## src/rtl/dpad_analog_pkg.sv

```systemverilog
// Shared types and default sizing for the D-pad/analog value generator.
// Mode encoding is the 2-bit per-channel field driven by the core's OSD settings.
package dpad_analog_pkg;

  typedef enum logic [1:0] {
    RM_ANALOG = 2'd0,
    RM_HOLD   = 2'd1,
    RM_SPRING = 2'd2,
    RM_RSVD   = 2'd3
  } ramp_mode_t;

  localparam int DEF_WIDTH    = 8;
  localparam int DEF_MAX_VAL  = 254;
  localparam int DEF_TICK_DIV = 196850;

endpackage

```

## src/rtl/dpad_analog_chan.sv

```systemverilog
// One channel: analog passthrough with clamp, or D-pad ramp (hold / spring-return).
// Output registered, 1-cycle latency; ramp modes only move on tick, no backpressure.
module dpad_analog_chan
  import dpad_analog_pkg::*;
#(
  parameter int WIDTH    = DEF_WIDTH,
  parameter int STEP     = 1,
  parameter int MIN_VAL  = 0,
  parameter int MAX_VAL  = DEF_MAX_VAL,
  parameter int REST_VAL = 0
) (
  input  logic             clk_sys,
  input  logic             reset,
  input  logic             tick,
  input  ramp_mode_t       mode,
  input  logic             invert,
  input  logic             inc,
  input  logic             dec,
  input  logic [WIDTH-1:0] analog,
  output logic [WIDTH-1:0] value,
  output logic             changed
);

  // Two guard bits keep +STEP and offset-binary sums from wrapping.
  localparam int XW = WIDTH + 2;
  typedef logic [XW-1:0] ext_t;

  localparam ext_t STEP_X = ext_t'(STEP);
  localparam ext_t MIN_X  = ext_t'(MIN_VAL);
  localparam ext_t MAX_X  = ext_t'(MAX_VAL);
  localparam ext_t REST_X = ext_t'(REST_VAL);
  localparam ext_t HALF_X = ext_t'(2 ** (WIDTH - 1));
  localparam ext_t FULL_X = ext_t'((2 ** WIDTH) - 1);

  ext_t cur;
  ext_t offs;
  ext_t ana_x;
  ext_t up_x;
  ext_t dn_x;
  ext_t spring_x;
  ext_t nxt;
  logic [WIDTH-1:0] value_next;

  always_comb begin
    cur  = {2'b00, value};
    offs = {{2{analog[WIDTH-1]}}, analog} + HALF_X;
    if (invert) begin
      offs = FULL_X - offs;
    end

    ana_x = offs;
    if (offs < MIN_X) begin
      ana_x = MIN_X;
    end else if (offs > MAX_X) begin
      ana_x = MAX_X;
    end

    up_x = cur + STEP_X;
    if (up_x > MAX_X) begin
      up_x = MAX_X;
    end
    dn_x = (cur < MIN_X + STEP_X) ? MIN_X : cur - STEP_X;

    // Snap to rest when closer than one step so the spring never overshoots.
    spring_x = REST_X;
    if (cur > REST_X) begin
      spring_x = (cur - REST_X < STEP_X) ? REST_X : cur - STEP_X;
    end else if (cur < REST_X) begin
      spring_x = (REST_X - cur < STEP_X) ? REST_X : cur + STEP_X;
    end

    nxt = cur;
    if (mode == RM_ANALOG) begin
      nxt = ana_x;
    end else if (tick) begin
      if (inc && !dec) begin
        nxt = up_x;
      end else if (dec && !inc) begin
        nxt = dn_x;
      end else if (!inc && !dec && mode == RM_SPRING) begin
        nxt = spring_x;
      end
    end
    value_next = nxt[WIDTH-1:0];
  end

  always_ff @(posedge clk_sys) begin
    if (reset) begin
      value   <= WIDTH'(REST_VAL);
      changed <= 1'b0;
    end else begin
      value   <= value_next;
      changed <= (value_next != value);
    end
  end

endmodule

```

## src/rtl/dpad_analog_ramp.sv

```systemverilog
// Multi-channel controller-to-analog generator sharing one ramp prescaler.
// Per-channel 1-cycle registered output; purely level-driven, no backpressure.
module dpad_analog_ramp
  import dpad_analog_pkg::*;
#(
  parameter int CHANNELS = 2,
  parameter int WIDTH    = DEF_WIDTH,
  parameter int TICK_DIV = DEF_TICK_DIV,
  parameter int STEP     = 1,
  parameter int MIN_VAL  = 0,
  parameter int MAX_VAL  = DEF_MAX_VAL,
  parameter int REST_VAL = 0
) (
  input  logic                      clk_sys,
  input  logic                      reset,
  input  logic [2*CHANNELS-1:0]     mode,
  input  logic [CHANNELS-1:0]       invert,
  input  logic [CHANNELS-1:0]       inc,
  input  logic [CHANNELS-1:0]       dec,
  input  logic [CHANNELS*WIDTH-1:0] analog,
  output logic [CHANNELS*WIDTH-1:0] out_val,
  output logic [CHANNELS-1:0]       out_changed,
  output logic                      tick
);

  localparam int CW = (TICK_DIV > 1) ? $clog2(TICK_DIV) : 1;
  localparam logic [CW-1:0] LAST = CW'(TICK_DIV - 1);

  logic [CW-1:0] count;

  // Gated by reset so the strobe reads low during reset even when TICK_DIV is 1.
  assign tick = (count == LAST) && !reset;

  always_ff @(posedge clk_sys) begin
    if (reset || count == LAST) begin
      count <= '0;
    end else begin
      count <= count + CW'(1);
    end
  end

  for (genvar n = 0; n < CHANNELS; n++) begin : g_chan
    dpad_analog_chan #(
      .WIDTH    (WIDTH),
      .STEP     (STEP),
      .MIN_VAL  (MIN_VAL),
      .MAX_VAL  (MAX_VAL),
      .REST_VAL (REST_VAL)
    ) u_chan (
      .clk_sys (clk_sys),
      .reset   (reset),
      .tick    (tick),
      .mode    (ramp_mode_t'(mode[2*n +: 2])),
      .invert  (invert[n]),
      .inc     (inc[n]),
      .dec     (dec[n]),
      .analog  (analog[n*WIDTH +: WIDTH]),
      .value   (out_val[n*WIDTH +: WIDTH]),
      .changed (out_changed[n])
    );
  end

endmodule

```

## config.mk

```make
export PLATFORM = sky130hd
export DESIGN_NAME = dpad_analog_ramp
export DESIGN_NICKNAME = d
export VERILOG_FILES = /design/src/rtl/dpad_analog_pkg.sv /design/src/rtl/dpad_analog_chan.sv /design/src/rtl/dpad_analog_ramp.sv
export SDC_FILE = /design/constraint.sdc
export NUM_CORES = 1
export LEC_CHECK = 0
export ABC_AREA = 1
export BUFFER_PORTS_ARGS = -buffer_cell sky130_fd_sc_hd__buf_4
export CAP_MARGIN = 20
export CORE_ASPECT_RATIO = 2
export CORE_MARGIN = 1.5
export CORE_UTILIZATION = 50
export DETAILED_ROUTE_END_ITERATION = 8
export GPL_TIMING_DRIVEN = 0
export HOLD_SLACK_MARGIN = 0.1
export PLACE_DENSITY = 0.7
export SYNTH_ARGS = -nofsm -noshare
export SYNTH_HDL_FRONTEND = slang
export SYNTH_SLANG_ARGS = --single-unit
```

## constraint.sdc

```tcl
create_clock -name clk_sys -period 5.4 [get_ports clk_sys]
set_input_delay 0.27 -clock clk_sys [delete_from_list [all_inputs] [get_ports clk_sys]]
set_output_delay 0.27 -clock clk_sys [all_outputs]
set_load 0.02 [all_outputs]
```

# Word-level counts from Yosys, hierarchy flattened
# Index checks and enable logic that the tools add are counted.
# Widths: inputs -> output; s select.
[word_totals] in_bits=28 output_inout_bits=19 regBits=36 word_cells=68
[classes] n_eq_ne=5 n_reduce_logical=17 muxes=22 addsub=9 order_cmp=10
[ops] operator="$mux 8" n=20
[ops] operator="$add 8x9->10 const B" n=2
[ops] operator="$gt 10x8->1 const B" n=2
[ops] operator="$lt 10x1->1 const B" n=2
[ops] operator="$mux 10" n=2
[ops] operator="$sub 8x10->10 const A" n=2
[ops] operator="$add 18x1->18 const B" n=1
[ops] operator="$add 8x1->9 const B" n=2
[ops] operator="$eq 18x18->1 const B" n=1
[ops] operator="$gt 9x8->1 const B" n=2
[ops] operator="$gt 8x1->1 const B" n=2
[ops] operator="$lt 8x1->1 const B" n=2
[ops] operator="$ne 8x8->1" n=2
[ops] operator="$sub 8x1->8 const B" n=2
[ops] operator="$logic_and 1x1->1" n=9
[ops] operator="$logic_not 1->1" n=5
[ops] operator="$eq 2x2->1 const B" n=2
[ops] operator="$logic_not 2->1" n=2
[ops] operator="$logic_or 1x1->1" n=1

# Longest topological paths before layout
# Gate-level depths: netlist (run 1).
[depth] word_depth=9 depth_mapped=19 depth_no_buf=19

# Cells and area by module
# A second synthesis (run 1) with hierarchy kept.
[unflattened] hier_cells=620 hier_area_um2=3699.8
[modules_own_cells] mod="dpad_analog_chan" seq_area_each_um2=180.2 area_per_inst_um2=1386.3 cells_per_inst=243 n_inst=2
[modules_own_cells] mod="dpad_analog_ramp" seq_area_each_um2=360.3 area_per_inst_um2=927.1 cells_per_inst=134 n_inst=1

# Worst setup path before layout (run 1)
# No wires, ideal clock.
[synth_timing] path_kind="reg-to-reg" start="register g_chan[0].u_chan.value[0]" end="register g_chan[0].u_chan.changed" setup_time_ns=0.117 required_time_ns=5.283 setup_slack_ns=3.089 path_buffers=0 period_less_slack_ns=2.311 arrival_ns=2.194 stages_incl_launch_ff=19 path_cell_list="dfxtp_1 inv_1 ha_1 inv_1 or2_2 nor2_1 nand2_1 nor2_1 nand3_2 nand3_1 nand2_1 nand2_1 nand2_1 nand2_1 nand2_1 nor2_1 nand2_1 nor2_1 nor2_1"
[synth_via] elab_chain_cells=9 elab_cells_between_ends=14 classes_between="add/sub: 2; order compare: 3; eq/ne: 1; mux: 8"
[synth_lines] element="start, declared" line_no="dpad_analog_chan.sv:20" text="output logic [WIDTH-1:0] value,"
[synth_lines] element="start signal, assigned" line_no="dpad_analog_chan.sv:89" text="value <= WIDTH'(REST_VAL);"
[synth_lines] element="start signal, assigned" line_no="dpad_analog_chan.sv:92" text="value <= value_next;"
[synth_lines] element="parallel branches: the longest is 8 deep, another holds $add 8x1->9"
[synth_lines] element="$ne 8x8->1 *" line_no="dpad_analog_chan.sv:93" text="changed <= (value_next != value);"
[synth_lines] element="end signal, assigned" line_no="dpad_analog_chan.sv:93"
[synth_lines] element="end, declared" line_no="dpad_analog_chan.sv:21" text="output logic changed"
# Mark *: on every way between the ends.
# A chain may end at the register's enable or synchronous reset.

# Worst setup path after layout (run 1)
# Same ends and word-level chain as after synthesis.

==> impl_metrics.json, run 1 <==
{
  "p_per_area_nw_per_um2": 209.8,
  "hold_buffers": 0,
  "regArea_sq_um": 720.7,
  "grt_pass1_vias": 3027,
  "ant_nets": 0,
  "rrSetupSlack_ns": 2.91,
  "ir_drop_mv": 0.2145,
  "p_int_uw": 550.9,
  "firstDrtPassIters": 5,
  "worstSetupPathType": "reg -> reg",
  "synth_xor_area_share_pct": 5.516,
  "cp_max_fo": 9,
  "arrival_ns": 2.66,
  "p_leak_nw": 1.815,
  "pwr-share-seq_pct": 35.5,
  "via_per_inst": 5.169,
  "fmax_ghz": 0.4020,
  "async_reset_ff_share_pct": 0,
  "cp-end-kind": "flop",
  "routedWlPerCell_microns": 11.79,
  "ys_warn_count": 0,
  "clkLatencyLatePin_ns": 0.28,
  "drtIter0Drc": 260,
  "power_frac_comb_pct": 28.5,
  "synth.avg_cell_area_sq_um": 5.759,
  "status": "complete, no violations",
  "rsz0062_at_grt": "false",
  "grt_usage_pct": 24.21,
  "busiest_layer": "met1",
  "gp_congestion": 0.9102,
  "synth_seq_cells": 36,
  "core_sq_um": 6516,
  "synthMuxAreaShare_pct": 0,
  "drive_gt1_share_pct": 14.13,
  "rr_worst_depth": 18,
  "synth_top_family_by_area": "simple AND/OR/NAND/NOR gates",
  "port_buffers": 43,
  "finalHoldViolCount": 0,
  "period_share_pct": 46.06,
  "yosysSeqAreaShare_pct": 21.61,
  "grt_max_degree": 12,
  "worstHoldStart": "reset",
  "postCtsSetupBuffers": 0,
  "hold_depth": 2,
  "r2r-end": "g_chan[0].u_chan.changed",
  "power.share.clock_pct": 36.0,
  "worstHoldPathType": "in -> reg",
  "totalWireLength_microns": 8462,
  "holdWs_ns": 0.3095,
  "synth_area_leaders": "dfxtp_1, nand2_1, nand3_1",
  "synth-compound-area-share_pct": 9.644,
  "diodes": 0,
  "fin_nets": 665,
  "fin_skew_ns": 0.004487,
  "synth_cell_types": 34,
  "grtUsageMet3_pct": 2.954,
  "clkTransAtPathRegs_ns": 0.06,
  "cpMostUsedCell": "nand2_1",
  "grtUsageMet1_pct": 36.92,
  "post_dp_cell_area_sq_um": 3767,
  "synthSimpleGateAreaFrac_pct": 49.49,
  "setup_viol": 0,
  "die_h_microns": 118.5,
  "remaining_drc_errors": 0,
  "cts_tree": "built",
  "fp.dieW_microns": 60.75,
  "die_area_sq_um": 7198,
  "synth_edf_count": 0,
  "crit_path_cell_trace": "inv_1 -> ha_1 -> inv_1 -> or2_2 -> nor2_1 -> nand2_1 -> nor2_1 -> nand3_2 -> nand3_1 -> nand2_1 -> nand2_1 -> nand2_1 -> nand2_1 -> nand2_1 -> nor2_1 -> nand2_1 -> nor2_1 -> nor2_1",
  "syn_to_final_growth_pct": 17.49,
  "cts_root_buf": "clkbuf_16",
  "post-synth-top-count-cell": "nand2_1",
  "cts_resized": 0,
  "fillers": 705,
  "finalCriticalPeriod_ns": 2.488,
  "synth_fa_ha_area_share_pct": 3.002,
  "vias": 3711,
  "syn_inst": 579,
  "hold_end": "g_chan[0].u_chan.changed",
  "startpoint_type": "flop",
  "start_util_pct": 51.17,
  "cts_sinks": 36,
  "timing.rr.start": "g_chan[0].u_chan.value[0]",
  "tns_ns": 0,
  "grt_pass1_wl_microns": 13710,
  "multiInputGateArea_sq_um": 2256,
  "switching_share_pct": 32.96,
  "synthesis.nets": 615,
  "p_switching_uw": 270.9,
  "synth_top_area_cell": "dfxtp_1",
  "clock_path_buffers": 2,
  "cpPeakStageDelay_ns": 0.53,
  "cts_buffers": 5,
  "worstMarginPinSlew_ns": 0.6143,
  "critPathSlowestCell": "dfxtp_1",
  "slew_headroom_pct": 58.89,
  "synth_area_sq_um": 3334,
  "cap_violations": 0,
  "yosysTopAreaCellShare_pct": 21.61,
  "synthFlopType": "dfxtp_1",
  "h-tree-depth": 2,
  "report.final.slew_viol_count": 0,
  "dp_hpwl_microns": 6637,
  "grt-ovfl-total": 0,
  "synthTopCellsByCount": "nand2_1, nor2_1, nand3_1, inv_1, a21oi_1",
  "io_pins": 47,
  "met2_usage_pct": 36.29,
  "required_ns": 5.57,
  "rows": 42,
  "design_area_sq_um": 3918,
  "antenna_found_initial": 0
}
==> flip-flops by register name (all words and copies together), names as in the netlist <==
signal                 flops
count                     18
g_chan.u_chan.value       16
g_chan.u_chan.changed      2
==> power groups by stage <==
stage | clock network [mW] | registers, mW | logic (mW)
final | 0.296 | 0.292 | 0.234
after global routing | 0.310 | 0.293 | 0.265
after CTS | 0.300 | 0.291 | 0.233
after detailed placement | 0 | 0.297 | 0.231
after global placement | 0 | 0.297 | 0.230
after floorplan | 0 | 0.304 | 0.158
==> through the flow <==
step	std cells	power [mW]	setup WS (ns)	util, %
after floorplan	579	0.4618	3.089	-
after global placement	710	0.5273	2.939	57.81
after detailed placement	710	0.5286	2.949	57.81
after CTS	718	0.8246	2.935	60.12
after global routing	718	0.8686	2.571	60.12
final	718	0.8218	2.913	60.12
==> how the worst max path moves through the flow <==
| stage | startpoint | end | slack, ns | cells after the start |
|---|---|---|---|---|
| 2_1_floorplan | g_chan[0].u_chan.value[0] | g_chan[0].u_chan.changed | 3.09 | 18 |
| 3_3_place_gp | g_chan[0].u_chan.value[0] | g_chan[0].u_chan.changed | 2.94 | 18 |
| 3_5_place_dp | g_chan[0].u_chan.value[0] | g_chan[0].u_chan.changed | 2.95 | 18 |
| 4_1_cts | g_chan[0].u_chan.value[0] | g_chan[0].u_chan.changed | 2.93 | 18 |
| 5_1_grt | g_chan[0].u_chan.value[0] | g_chan[0].u_chan.changed | 2.57 | 18 |
| 6_report | g_chan[0].u_chan.value[0] | g_chan[0].u_chan.changed | 2.91 | 18 |
==> kinds of logic after synthesis <==
family,after synthesis
XOR/XNOR,21
AO/OA/AOI/OAI,62
adder cells (fa/ha/maj),8
AND/OR/NAND/NOR,369
buffers and inverters,83
flip-flops,36
==> layer usage <==
metal | share of wire (%) | up-vias
met5 | 0 | -
met4 | 0.99 | 0
met3 | 7.0 | 7
met2 | 45 | 138
met1 | 47 | 1615
li1 | - | 1951
==> final cells by class <==
type,count,share of cell area [%]
clock inverters,1,0.1916
multi-input cells,460,57.59
repair buffers,43,8.240
clock buffers,7,3.641
plain buffers,18,2.906
inverters,65,6.228
well taps,88,2.811
flip-flops and latches,36,18.40
==> critical path: cells and delay by family, from the launching register on <==
family                     cells  cell delay, ns
and+or+nand+nor               15            1.32
adders and majority gates      1            0.30
DFF                            1            0.53
buffers and inverters          2            0.21
==> layout by cell type, fill, tap and decap left out, drive strengths merged, types with 5 or more instances in the layout <==
cell / netlist / routed
nand4: 9 / 9
xor2: 8 / 8
nor3: 7 / 7
ha: 8 / 8
dfxtp: 36 / 36
xnor2: 13 / 13
nor4: 5 / 5
nand2: 190 / 190
inv: 65 / 65
nand3: 72 / 72
nor2: 76 / 76
clkbuf: 6 / 13
buf: 12 / 55
o21ai: 18 / 18
a21oi: 41 / 41
(Power assumes the default switching activity.)
==> inputs of run 2 (changes only) <==
clock period = 2.4 ns   (was 5.4 ns; I/O delays follow)
==> impl_metrics.json, run 2 (synthesis gave the netlist of run 1 again) <==
{
  "status": "complete, no violations",
  "rrSetupSlack_ns": 0.17,
  "firstDrtPassIters": 4,
  "syn_to_final_growth_pct": 21.24,
  "dp_hpwl_microns": 6637,
  "cap_violations": 0,
  "r2r-end": "g_chan[1].u_chan.changed",
  "vias": 3753,
  "grt-ovfl-total": 0,
  "cts_buffers": 5,
  "period_share_pct": 92.76,
  "io_pins": 47,
  "totalWireLength_microns": 8716,
  "core_sq_um": 6516,
  "worstMarginPinSlew_ns": 0.6090,
  "finalHoldViolCount": 0,
  "h-tree-depth": 2,
  "startpoint_type": "flop",
  "grtUsageMet3_pct": 2.954,
  "grtUsageMet1_pct": 36.92,
  "cp_max_fo": 8,
  "slew_headroom_pct": 59.40,
  "largest_reg_flops": 18,
  "fin_skew_ns": 0.004171,
  "clkLatencyLatePin_ns": 0.28,
  "rr_worst_depth": 17,
  "clkTransAtPathRegs_ns": 0.06,
  "startpoint": "g_chan[1].u_chan.value[0]",
  "arrival_ns": 2.44,
  "drive_gt1_share_pct": 18.34,
  "drtIter0Drc": 287,
  "layout_commonest_cell": "nand2_1",
  "fp.dieW_microns": 60.75,
  "met2_usage_pct": 36.29,
  "setup_viol": 0,
  "fillers": 704,
  "crit_path_end": "g_chan[1].u_chan.changed",
  "report.final.slew_viol_count": 0,
  "cts_tree": "built",
  "rows": 42,
  "grt_pass1_vias": 3027,
  "final_cell_mix": "nand2_1, nand3_1, nor2_1",
  "cts_sinks": 36,
  "regMostFlops": "count",
  "antenna_found_initial": 0,
  "top_regs": "count: 18 flops, g_chan.u_chan.value: 16 flops, g_chan.u_chan.changed: 2 flops",
  "power_mw": 1.868,
  "regArea_sq_um": 737.0,
  "cp-end-kind": "flop",
  "die_h_microns": 118.5,
  "ir_drop_mv": 0.4924,
  "tns_ns": 0,
  "multiInputGateArea_sq_um": 2297,
  "p_per_area_nw_per_um2": 462.0,
  "grt_pass1_wl_microns": 13710,
  "timing.rr.start": "g_chan[1].u_chan.value[0]",
  "routedWlPerCell_microns": 12.01,
  "diodes": 0,
  "hold_buffers": 0,
  "worstHoldPathType": "in -> reg",
  "gp_congestion": 0.9102,
  "worstSetupPathType": "reg -> reg",
  "die_area_sq_um": 7198,
  "fmax_ghz": 0.4492,
  "grt_max_degree": 12,
  "grt_usage_pct": 24.21,
  "required_ns": 2.61,
  "cts_root_buf": "clkbuf_16",
  "finalCriticalPeriod_ns": 2.226,
  "via_per_inst": 5.169,
  "p_leak_nw": 1.859,
  "busiest_layer": "met1",
  "fin_nets": 673,
  "clock_path_buffers": 2,
  "ant_nets": 0,
  "port_buffers": 43,
  "start_util_pct": 51.17,
  "remaining_drc_errors": 0
}
## run 2: cell count changes in the layout (fill, tap and decap cells not counted), sizes merged
cell	previous run	this run
inv	65	64
buf	55	64
clkinvlp	1	2
clkbuf	13	12
## run 2: cell type report
cell class | instances | area share [%]
timing repair buffer | 52 | 9.656
inverter | 65 | 6.128
tap | 88 | 2.724
buffer | 17 | 2.724
clock buffer | 7 | 3.528
clock inverter | 1 | 0.1857
sequential | 36 | 18.23
multi-input combinational | 460 | 56.82
## run 2: worst min path at each step
stage                        start                        end  slack [ns]  cells after the start
after floorplan              reset   g_chan[1].u_chan.changed        0.38                      2
after global placement    count[0]                   count[0]        0.45                      1
after detailed placement     reset  g_chan[0].u_chan.value[0]        0.46                      2
after CTS                    reset  g_chan[0].u_chan.value[0]        0.17                      2
after global routing         reset  g_chan[0].u_chan.value[2]        0.19                      2
final                        reset   g_chan[0].u_chan.changed        0.16                      2
## run 2: worst max-delay path, cell delays in order (launching register included)
cell	delay, ns
dfxtp_4	0.38
ha_1	0.22
nand2_1	0.15
inv_1	0.08
nand3_1	0.10
nand2_1	0.11
nor2_1	0.18
nand3_2	0.16
buf_4	0.18
nand3_1	0.06
nand2_1	0.05
nand2_1	0.07
nand2_1	0.07
nand2_1	0.06
nand2_1	0.05
nand2_1	0.07
nor2_1	0.04
a21oi_1	0.12
## run 2: power by group
group | internal, mW | switching (mW) | leakage, nW
Clock | 0.413 | 0.248 | 0.0701
Combinational | 0.214 | 0.336 | 1.49
Sequential | 0.623 | 0.0331 | 0.298
Total | 1.25 | 0.618 | 1.86
## run 2: layer usage
metal,part of all wire (%),up-vias
li1,-,1963
met1,48,1666
met2,45,117
met3,6.0,7
met4,1.0,0
met5,0,-
## run 2: repair_timing
action,CTS,global route
setup endpoints to repair,2,2
gates resized for setup,2,23
pin swaps,0,7
buffers inserted,0,9
## run 2: through the flow
step | worst slack (ns) | instances | hold WS [ns] | cell area (sq um) | util (%)
final | 0.1739 | 726 | 0.1645 | 4043 | 62.04
after global routing | -0.01796 | 726 | 0.1927 | 4043 | 62.04
after CTS | 0.02100 | 718 | 0.1672 | 3920 | 60.16
after detailed placement | -0.05073 | 710 | 0.4585 | 3767 | 57.81
after global placement | -0.06106 | 710 | 0.4515 | 3767 | 57.81
after floorplan | 0.08905 | 579 | 0.3751 | 3334 | -
